### src/rtl/escalonador_frame_pkg.sv
// Shared types for the frame scheduler.
// State codes, db_estado encoding and timing defaults.
package escalonador_frame_pkg;

  localparam int periodo_tick_def = 833333;
  localparam int timeout_def      = 65535;

  typedef enum logic [3:0] {
    inicial       = 4'h0,
    espera_tick   = 4'h1,
    dispara_mov   = 4'h2,
    espera_mov    = 4'h3,
    dispara_col   = 4'h4,
    espera_col    = 4'h5,
    dispara_frame = 4'h6,
    espera_frame  = 4'h7,
    dispara_envio = 4'h8,
    espera_envio  = 4'h9,
    fim_jogo      = 4'ha,
    erro          = 4'hb
  } estado_t;

  function automatic logic [3:0] db_code(
    input estado_t e
  );
    return 4'(e);
  endfunction

endpackage

### src/rtl/escalonador_frame_if.sv
// Start/done handshake bundle to sub-controllers.
// master: scheduler (drives starts); slave: sub-controllers.
interface escalonador_frame_if;

  logic movimenta;
  logic verifica_colisao;
  logic gera_frame;
  logic envia_frame;
  logic fim_movimenta;
  logic fim_colisao;
  logic fim_gera_frame;
  logic fim_envio;
  logic game_over;

  modport master (
    output movimenta,
    output verifica_colisao,
    output gera_frame,
    output envia_frame,
    input  fim_movimenta,
    input  fim_colisao,
    input  fim_gera_frame,
    input  fim_envio,
    input  game_over
  );

  modport slave (
    input  movimenta,
    input  verifica_colisao,
    input  gera_frame,
    input  envia_frame,
    output fim_movimenta,
    output fim_colisao,
    output fim_gera_frame,
    output fim_envio,
    output game_over
  );

endinterface

### src/rtl/escalonador_frame_contador_m.sv
// Modulo-M counter with clear, enable and rco.
// Ports: clock, reset, clear, enable in; rco out (at M-1 while enabled).
module contador_m #(
  parameter int M = 16
) (
  input  logic clock,
  input  logic reset,
  input  logic clear,
  input  logic enable,
  output logic rco
);

  localparam int W = (M > 1) ? $clog2(M) : 1;

  logic [W-1:0] q;
  logic         fim;

  assign fim = (q == W'(M - 1));
  assign rco = enable && fim;

  always_ff @(posedge clock or posedge reset) begin
    if (reset) begin
      q <= '0;
    end else if (clear) begin
      q <= '0;
    end else if (enable) begin
      q <= fim ? '0 : q + 1'b1;
    end
  end

endmodule

### src/rtl/escalonador_frame.sv
// Game loop scheduler: one frame per tick, sequencing sub-controllers.
// Ports: clock, reset, iniciar, pausa, sub (master), status outputs.
module escalonador_frame
  import escalonador_frame_pkg::*;
#(
  parameter int PERIODO_TICK = periodo_tick_def,
  parameter int TIMEOUT      = timeout_def
) (
  input  logic                       clock,
  input  logic                       reset,
  input  logic                       iniciar,
  input  logic                       pausa,
  escalonador_frame_if.master        sub,
  output logic                       ocupado,
  output logic                       overrun,
  output logic                       timeout,
  output logic [15:0]                contagem_frames,
  output logic [3:0]                 db_estado
);

  estado_t estado;
  estado_t proximo;

  logic tick;
  logic wd_fim;
  logic pending;
  logic ativo;
  logic busy;
  logic espera_sub;
  logic tick_en;
  logic arranque;

  assign ativo = !(estado inside {inicial, fim_jogo, erro});
  assign busy  = ativo && (estado != espera_tick);
  assign espera_sub = estado inside
    {espera_mov, espera_col, espera_frame, espera_envio};
  assign tick_en = ativo &&
    !((estado == espera_tick) && pausa);
  assign arranque = (estado == inicial) && iniciar;

  contador_m #(.M(PERIODO_TICK)) u_tick (
    .clock  (clock),
    .reset  (reset),
    .clear  (estado == inicial),
    .enable (tick_en),
    .rco    (tick)
  );

  // Watchdog restarts on every entry into a sub-controller wait.
  contador_m #(.M(TIMEOUT)) u_wd (
    .clock  (clock),
    .reset  (reset),
    .clear  (!espera_sub),
    .enable (espera_sub),
    .rco    (wd_fim)
  );

  always_ff @(posedge clock or posedge reset) begin
    if (reset) estado <= inicial;
    else       estado <= proximo;
  end

  // Done inputs are tested before the watchdog so they win a tie.
  always_comb begin
    proximo = estado;
    unique case (estado)
      inicial:
        if (iniciar) proximo = espera_tick;
      espera_tick:
        if ((tick || pending) && !pausa)
          proximo = dispara_mov;
      dispara_mov:   proximo = espera_mov;
      espera_mov:
        if (sub.fim_movimenta) proximo = dispara_col;
        else if (wd_fim)       proximo = erro;
      dispara_col:   proximo = espera_col;
      espera_col:
        if (sub.fim_colisao)
          proximo = sub.game_over ? fim_jogo : dispara_frame;
        else if (wd_fim) proximo = erro;
      dispara_frame: proximo = espera_frame;
      espera_frame:
        if (sub.fim_gera_frame) proximo = dispara_envio;
        else if (wd_fim)        proximo = erro;
      dispara_envio: proximo = espera_envio;
      espera_envio:
        if (sub.fim_envio) proximo = espera_tick;
        else if (wd_fim)   proximo = erro;
      fim_jogo:
        if (!iniciar) proximo = inicial;
      erro:          proximo = erro;
      default:       proximo = inicial;
    endcase
    if (!iniciar && estado != fim_jogo && estado != erro)
      proximo = inicial;
  end

  // A tick while busy is remembered once; the 1-bit flag drops extras.
  always_ff @(posedge clock or posedge reset) begin
    if (reset) begin
      pending         <= 1'b0;
      overrun         <= 1'b0;
      timeout         <= 1'b0;
      contagem_frames <= '0;
    end else if (arranque) begin
      pending         <= 1'b0;
      overrun         <= 1'b0;
      timeout         <= 1'b0;
      contagem_frames <= '0;
    end else begin
      if (estado == espera_tick && proximo == dispara_mov)
        pending <= 1'b0;
      if (tick && busy) begin
        pending <= 1'b1;
        overrun <= 1'b1;
      end
      if (espera_sub && proximo == erro)
        timeout <= 1'b1;
      if (estado == espera_envio && proximo == espera_tick)
        contagem_frames <= contagem_frames + 16'd1;
    end
  end

  always_comb begin
    sub.movimenta        = (estado == dispara_mov);
    sub.verifica_colisao = (estado == dispara_col);
    sub.gera_frame       = (estado == dispara_frame);
    sub.envia_frame      = (estado == dispara_envio);
    ocupado              = busy;
    db_estado            = db_code(estado);
  end

endmodule
### src/flat_wrapper.sv
// flat-port wrapper written by rule: the top's interface ports become plain ports
module escalonador_frame_flat import escalonador_frame_pkg::*;
#(
  parameter int PERIODO_TICK = periodo_tick_def,
  parameter int TIMEOUT      = timeout_def
)
  (clock, reset, iniciar, pausa, ocupado, overrun, timeout, contagem_frames, db_estado, sub_movimenta, sub_verifica_colisao, sub_gera_frame, sub_envia_frame, sub_fim_movimenta, sub_fim_colisao, sub_fim_gera_frame, sub_fim_envio, sub_game_over);
  escalonador_frame_if sub_i ();
  input  logic clock;
  input  logic reset;
  input  logic iniciar;
  input  logic pausa;
  output logic ocupado;
  output logic overrun;
  output logic timeout;
  output logic [15:0] contagem_frames;
  output logic [3:0] db_estado;
  output wire logic [$bits(sub_i.movimenta)-1:0] sub_movimenta;
  output wire logic [$bits(sub_i.verifica_colisao)-1:0] sub_verifica_colisao;
  output wire logic [$bits(sub_i.gera_frame)-1:0] sub_gera_frame;
  output wire logic [$bits(sub_i.envia_frame)-1:0] sub_envia_frame;
  input wire logic [$bits(sub_i.fim_movimenta)-1:0] sub_fim_movimenta;
  input wire logic [$bits(sub_i.fim_colisao)-1:0] sub_fim_colisao;
  input wire logic [$bits(sub_i.fim_gera_frame)-1:0] sub_fim_gera_frame;
  input wire logic [$bits(sub_i.fim_envio)-1:0] sub_fim_envio;
  input wire logic [$bits(sub_i.game_over)-1:0] sub_game_over;
  assign sub_movimenta = sub_i.movimenta;
  assign sub_verifica_colisao = sub_i.verifica_colisao;
  assign sub_gera_frame = sub_i.gera_frame;
  assign sub_envia_frame = sub_i.envia_frame;
  assign sub_i.fim_movimenta = sub_fim_movimenta;
  assign sub_i.fim_colisao = sub_fim_colisao;
  assign sub_i.fim_gera_frame = sub_fim_gera_frame;
  assign sub_i.fim_envio = sub_fim_envio;
  assign sub_i.game_over = sub_game_over;
  escalonador_frame #(.PERIODO_TICK(PERIODO_TICK), .TIMEOUT(TIMEOUT)) u_core (.clock(clock), .reset(reset), .iniciar(iniciar), .pausa(pausa), .sub(sub_i), .ocupado(ocupado), .overrun(overrun), .timeout(timeout), .contagem_frames(contagem_frames), .db_estado(db_estado));
endmodule
### config.mk
export PLATFORM = sky130hd
export DESIGN_NAME = escalonador_frame_flat
export DESIGN_NICKNAME = d
export VERILOG_FILES = /design/src/rtl/escalonador_frame_pkg.sv /design/src/rtl/escalonador_frame_if.sv /design/src/rtl/escalonador_frame_contador_m.sv /design/src/rtl/escalonador_frame.sv /design/src/flat_wrapper.sv
export SDC_FILE = /design/constraint.sdc
export NUM_CORES = 1
export LEC_CHECK = 0
export BUFFER_PORTS_ARGS = -buffer_cell sky130_fd_sc_hd__buf_4
export CORE_ASPECT_RATIO = 1.5
export CORE_MARGIN = 8
export CORE_UTILIZATION = 30
export CTS_CLUSTER_SIZE = 8
export DETAILED_ROUTE_END_ITERATION = 16
export GPL_ROUTABILITY_DRIVEN = 1
export PLACE_DENSITY = 0.53
export SLEW_MARGIN = 20
export SYNTH_ARGS = -nofsm -noshare
export SYNTH_HDL_FRONTEND = slang
export SYNTH_HIERARCHICAL = 1
export SYNTH_SLANG_ARGS = --single-unit
### constraint.sdc
create_clock -name clock -period 3 [get_ports clock]
set_input_delay 0.3 -clock clock [delete_from_list [all_inputs] [get_ports clock]]
set_output_delay 0.3 -clock clock [all_outputs]
set_load 0.02 [all_outputs]
Yosys cells after proc, flatten, opt, wreduce, memory -nomap -nowiden
Index checks and enable logic that the tools add are counted.
{"block": "classes", "add_sub_neg": 3, "n_lt_le_gt_ge": 0, "bitwise": 0, "n_mul": 0, "n_shift": 0, "n_eq_ne": 19, "div_mod_pow": 0, "muxes": 25, "n_reduce_logical": 26}
{"cell": "$mux W16", "count": 4}
{"cell": "$mux W20", "count": 3}
{"cell": "$pmux W4 S12", "count": 1}
{"cell": "$mux W4", "count": 10}
{"cell": "$add A16 B1 Y16 const B", "count": 2}
{"cell": "$add A20 B1 Y20 const B", "count": 1}
{"cell": "$eq A20 B20 Y1 const B", "count": 1}
{"cell": "$eq A4 B4 Y1 const B", "count": 5}
{"cell": "$eq A16 B16 Y1 const B", "count": 1}
{"cell": "$eq A4 B3 Y1 const B", "count": 4}
{"cell": "$logic_and A1 B1 Y1", "count": 13}
{"cell": "$eq A4 B2 Y1 const B", "count": 3}
{"cell": "$eq A4 B1 Y1 const B", "count": 2}
{"cell": "$ne A4 B4 Y1 const B", "count": 2}
{"cell": "$reduce_bool A2 Y1", "count": 4}
{"cell": "$mux W1", "count": 7}
{"cell": "$reduce_bool A3 Y1", "count": 2}
{"cell": "$logic_not A1 Y1", "count": 4}
{"cell": "$logic_not A4 Y1", "count": 1}
{"cell": "$ne A4 B1 Y1 const B", "count": 1}
{"cell": "$reduce_bool A4 Y1", "count": 1}
{"cell": "$logic_or A1 B1 Y1", "count": 1}
{"block": "totals", "elab_cells": 80, "latchBits": 0, "rom_bits": 0, "mem_count": 0, "register_bits": 59, "input_bits": 9, "out_inout_bits": 27, "ramBits": 0}

Depth between registers and ports, before layout
{"block": "logic_depth", "depth_word": 15, "ltp_mapped": 14, "mapped_depth_nobuf": 11}

Cells and area by module
Netlist, hierarchy kept.
{"module": "escalonador_frame", "area_each_um2": 1742.9, "seq_area_each_um2": 575.6, "n_inst": 1, "cells_per_inst": 218}
{"module": "contador_m at u_core.u_tick", "area_each_um2": 1169.9, "seq_area_each_um2": 500.5, "n_inst": 1, "cells_per_inst": 118}
{"module": "contador_m at u_core.u_wd", "area_each_um2": 972.2, "seq_area_each_um2": 400.4, "n_inst": 1, "cells_per_inst": 107}

Worst setup path before layout
OpenSTA, ideal clock, no wires.
{"block": "synth_path", "path_kind": "reg2reg", "start": "register u_core.estado[1] (netlist: u_core/db_estado[1])", "end": "register u_core.contagem_frames[6]", "n_path_buf": 3, "path_stages_with_launch": 12, "t_arrival_ns": 2.927, "path_slack_ns": -0.050, "synth_period_minus_slack_ns": 3.050, "setup_ns": 0.123, "t_required_ns": 2.877, "cell_sequence": "dfrtp_1 buf_6 clkbuf_1 buf_1 nand2_1 a21o_1 and4_1 o21bai_1 o22ai_1 or3_1 or4_1 mux2i_1"}
{"block": "synth_via", "elab_chain_cells": 13, "word_cells_on_any_way": 41, "cone_classes": "14 x eq/ne; 11 x mux; 16 x reduce/logical"}
{"item": "start, declared", "line_no": "escalonador_frame.sv:21", "rtl": "estado_t estado;"}
{"item": "start signal, assigned", "line_no": "escalonador_frame.sv:59", "rtl": "if (reset) estado <= inicial;"}
{"item": "start signal, assigned", "line_no": "escalonador_frame.sv:60", "rtl": "else estado <= proximo;"}
{"item": "$eq A4 B4 Y1, or another cell as far along", "line_no": "escalonador_frame.sv:33", "rtl": "assign ativo = !(estado inside {inicial, fim_jogo, erro});"}
{"item": "$reduce_bool A3 Y1 or $logic_and A1 B1 Y1 (tied branches)", "line_no": "escalonador_frame.sv:33, escalonador_frame.sv:38"}
{"item": "$logic_not A1 Y1 (on tied branches)", "line_no": "escalonador_frame.sv:33, escalonador_frame.sv:38"}
{"item": "$logic_and A1 B1 Y1 *", "line_no": "escalonador_frame.sv:37", "rtl": "assign tick_en = ativo &&"}
{"item": "named net u_core.tick_en", "line_no": "escalonador_frame.sv:30", "rtl": "logic tick_en;"}
{"item": "$logic_and A1 B1 Y1 *", "line_no": "escalonador_frame_contador_m.sv:19", "rtl": "assign rco = enable && fim;"}
{"item": "named net u_core.tick", "line_no": "escalonador_frame.sv:24", "rtl": "logic tick;"}
{"item": "$logic_or A1 B1 Y1 *", "line_no": "escalonador_frame.sv:70", "rtl": "if ((tick || pending) && !pausa)"}
{"item": "$logic_and A1 B1 Y1 *", "line_no": "escalonador_frame.sv:70"}
{"item": "$mux W4 *", "line_no": "escalonador_frame.sv:70"}
{"item": "$pmux W4 S12 *", "line_no": "escalonador_frame.sv:66", "rtl": "unique case (estado)"}
{"item": "$mux W4 *", "line_no": "escalonador_frame.sv:94", "rtl": "if (!iniciar && estado != fim_jogo && estado != erro)"}
{"item": "$eq A4 B1 Y1 *", "line_no": "escalonador_frame.sv:119", "rtl": "if (estado == espera_envio && proximo == espera_tick)"}
{"item": "$logic_and A1 B1 Y1 *", "line_no": "escalonador_frame.sv:119"}
{"item": "$reduce_bool A2 Y1 (no source line) *"}
{"item": "end signal, assigned", "line_no": "escalonador_frame.sv:120", "rtl": "contagem_frames <= contagem_frames + 16'd1;"}
{"item": "end, declared", "line_no": "escalonador_frame.sv:17", "rtl": "output logic [15:0] contagem_frames,"}
Mark *: on every way through the listed nets, which the timed path passes. The rest lies on a longest branch.
A chain may end at the register's enable or synchronous reset.

Worst setup path in the final report
{"block": "layout_path", "start": "register u_core.estado[1] (netlist: u_core/db_estado[1])", "end": "register u_core.contagem_frames[0]"}
{"block": "layout_via", "word_cells_on_any_way": 41, "cone_classes": "14 x eq/ne; 11 x mux; 16 x reduce/logical"}
{"item": "$eq A4 B2 Y1, or another cell as far along", "line_no": "escalonador_frame.sv:35", "rtl": "assign espera_sub = estado inside"}
{"item": "$reduce_bool A4 Y1 *", "line_no": "escalonador_frame.sv:35"}
{"item": "named net u_core.espera_sub", "line_no": "escalonador_frame.sv:29", "rtl": "logic espera_sub;"}
{"item": "$logic_and A1 B1 Y1 *", "line_no": "escalonador_frame_contador_m.sv:19"}
{"item": "named net u_core.wd_fim", "line_no": "escalonador_frame.sv:25", "rtl": "logic wd_fim;"}
{"item": "$mux W4 *"}
{"item": "$mux W4 (on tied branches)"}
{"item": "$pmux W4 S12 *", "line_no": "escalonador_frame.sv:66"}
{"item": "$mux W4 *", "line_no": "escalonador_frame.sv:94"}
{"item": "$eq A4 B1 Y1 *", "line_no": "escalonador_frame.sv:119"}
{"item": "$logic_and A1 B1 Y1 *", "line_no": "escalonador_frame.sv:119"}
{"item": "$reduce_bool A2 Y1 (no source line) *"}
Marked as above.

==> flow_summary_export.csv <==
group,metric,value,unit
placement,dp.cells,629,
die,core,0.01283,mm2
sta,slew_viol_final,0,
setup_path,r2r_cells,12,
setup_path,crit_type,"register to register",
route,drtAntennaViolNets,0,
synthesis,synth_nets,457,
clock_tree,htreeDepth,3,
setup_path,arrival,3.00,ns
sta,slew_headroom,36.88,%
die,start_util,30.29,%
synthesis,synthMuxAreaShare,4.928,%
sta,worstMarginPinSlew,0.9410,ns
finish,nets,495,
synthesis,synth_xor_xnor_area_share,4.960,%
synthesis,synthTopCellsByCount,"59 x dfrtp_1, 49 x nor2_1, 44 x nand2_1, 25 x nand4_1, 23 x inv_1",
setup_path,cp.required,3.25,ns
synthesis,syn_inst,443,
sta,max_freq,0.3635,GHz
placement,place_area,0.004322,mm2
synthesis,yosysTopAreaCellShare,38.00,%
route,post-route-drc-count,0,
clock_tree,cts_resized,0,
synthesis,synth_most_common_cell,"dfrtp_1",
synthesis,syn-cell-area,0.003885,mm2
global_route,grt_pass1_vias,3573,
power,vdd_drop_max,0.2537,mV
die,num_rows,51,
run_status,run_status,"finished clean",
synthesis,ys_ff_latch,59,
power,power_leakage,2.045,nW
power,p_per_area,414.6,mW/mm2
finish,final_area,0.004622,mm2
global_route,antenna_found_initial,0,
route,wl_per_cell,16.06,um
route,dr.pass1.iters,4,
setup_path,crit_path_start_kind,"register",
clock_tree,cts_buffers,9,
synthesis,synth-edff-count,0,
synthesis,synth.avg_cell_area,8.770,um2
synthesis,async_flop_share,100.0,%
synthesis,yosysUniqueCellTypes,67,
sta,fin_crit,2.751,ns
synthesis,ys_top_cells_by_area,"dfrtp_1 38%, nor2_1 4.7%, mux2i_1 4.6%",
job,cap_viol_max_count,0,
placement,port_buffers,35,
route,drtIter0Drc,130,
synthesis,ys_seq_area_share,38.00,%
finish,diodes,0,
global_route,grt_pass1_wl,17.71,mm
synthesis,yosysTopAreaCell,"dfrtp_1",
global_route,grt_max_degree,28,
sta,hold_viol_final,0,
route,dr_total_vias,3417,
global_route,track_usage,13.05,%
sta,rsz0062_at_grt,"false",
power,p_total,1.916,mW
clock_tree,cts_root_buf,"clkbuf_16",
finish,drive_gt1_share,17.90,%
die,pin_count,36,
die,die_area,0.01692,mm2
finish,syn_to_final_growth,18.97,%
synthesis,ys_warn_count,6,
setup_path,cp_max_fo,12,
clock_tree,insertion_delay,0.33,ns
route,wl,10.36,mm
clock_tree,post-cts-setup-buffer-count,0,
global_route,grt_overflow_total,0,
route,viasPerCell,5.298,
finish,stdcell_count,645,
sta,skew,0.005702,ns
sta,fin_crit_sh,91.69,%
clock_tree,hold_buffers,0,
placement,dp_hpwl,7.776,mm
synthesis,yosys.area_share.simple,33.95,%
min_path,hold_path.class,"input port to async pin",
synthesis,yosys.area_share.adder,1.610,%
synthesis,synth_compound_area_share,11.37,%
synthesis,synth_top_family_by_area,"simple AND/OR/NAND/NOR gates",
clock_tree,cts_buffer_depth,2,
sta,setup-tns-final,0,ns
die,die_width,108.9,um
clock_tree,clkSlewWorstSetupHoldPaths,0.05,ns
clock_tree,cts_tree,"yes",
die,die_h,155.4,um
setup_path,critical_path.endpoint_type,"register",
synthesis,synth_flop_cell,"dfrtp_1",
finish,n_fill_cell,1328,
placement,globalplace.congestion,0.8057,
sta,finalSetupViolCount,0,
clock_tree,cts.sink_count,59,
-- state kept, by name, summed over array words and instances (netlist names) --
| name | cells |
|---|---|
| u_core/contagem_frames | 16 |
| u_core/overrun | 1 |
| u_core/timeout | 1 |
| u_core/u_tick/q | 20 |
| u_core/u_wd/q | 16 |
| u_core/pending | 1 |
| u_core/db_estado | 4 |
-- layout make-up --
type	count	area (um2)	share of cell area [%]
Multi-Input combinational cell	341	2207	47.75
Sequential cell	59	1476	31.94
Timing Repair Buffer	47	352.8	7.634
Clock buffer	13	280.3	6.064
Tap cell	159	198.9	4.304
Inverter	23	86.33	1.868
Clock inverter	3	20.02	0.4331
-- path summary, 6_finish.rpt --
check                                                  startpoint                                      to  slack (ns)
setup / recovery                    u_core/db_estado[1]$_DFF_PP0_   u_core/contagem_frames[0]$_DFFE_PP0P_        0.25
hold / removal                                              reset            u_core/u_wd/q[2]$_DFFE_PP0P_        0.08
setup reg to reg                    u_core/db_estado[1]$_DFF_PP0_   u_core/contagem_frames[0]$_DFFE_PP0P_        0.25
hold reg to reg            u_core/contagem_frames[14]$_DFFE_PP0P_  u_core/contagem_frames[14]$_DFFE_PP0P_        0.51
max in group asynchronous                                   reset         u_core/u_tick/q[16]$_DFFE_PP0P_        2.38
min in group clock                                        iniciar           u_core/db_estado[0]$_DFF_PP0_        0.29
-- layer usage --
metal / up-vias / global-route usage (%) / wire [um]
met5: - / 0 / 0
met4: 0 / 5.763 / 194
li1: 1671 / - / -
met2: 67 / 23.78 / 5615
met3: 18 / 2.609 / 331
met1: 1661 / 13.89 / 4215
-- cells in the final DEF, fill, tap and decap left out, types with 6 or more instances in the layout --
master / instances
nor4_1: 9
mux2i_1: 18
nand3_1: 22
nor2_1: 49
xor2_1: 8
inv_1: 22
nand2_1: 44
o21ai_0: 8
nand4_1: 25
dfrtp_1: 59
nor3_1: 18
a21o_1: 6
clkbuf_16: 9
a21oi_1: 11
buf_4: 47
xnor2_1: 14
nand2b_1: 17
-- kinds of logic (layout without fill, tap and decap cells) --
family,count (synthesis),count (layout)
AND/OR/NAND/NOR,235,235
AO/OA/AOI/OAI,60,60
flip-flops,59,59
buffers and inverters,43,86
XOR/XNOR,22,22
multiplexers,19,19
adder cells (fa/ha/maj),5,5
-- worst max-delay path, cell delays in order, from the launching register on --
cell and delay (ns):
dfrtp_1 0.44, nor2_1 0.14, xnor2_1 0.12, and2_1 0.17, nand4_1 0.12, or4_1 0.58
inv_1 0.18, inv_1 0.06, o22ai_1 0.20, o21ai_0 0.12, buf_4 0.20, nand3_1 0.15
mux2i_1 0.20
-- through the flow --
step	worst slack, ns	hold slack (ns)	utilization, %
3_5_place_dp	0.2880	0.4531	33.69
6_report	0.2493	0.08437	36.04
2_1_floorplan	0.04444	0.2137	-
4_1_cts	0.2740	0.1090	36.04
3_3_place_gp	0.3028	0.4433	33.69
5_1_grt	0.08758	0.1291	36.04
-- report_power, final --
group,leakage [nW],internal (mW),switching [mW]
sequential,0.823,0.798,0.00143
combinational,1.08,0.0321,0.0719
clock,0.144,0.647,0.365
total,2.04,1.48,0.439
Note: power is estimated with default switching activity, not from simulation.
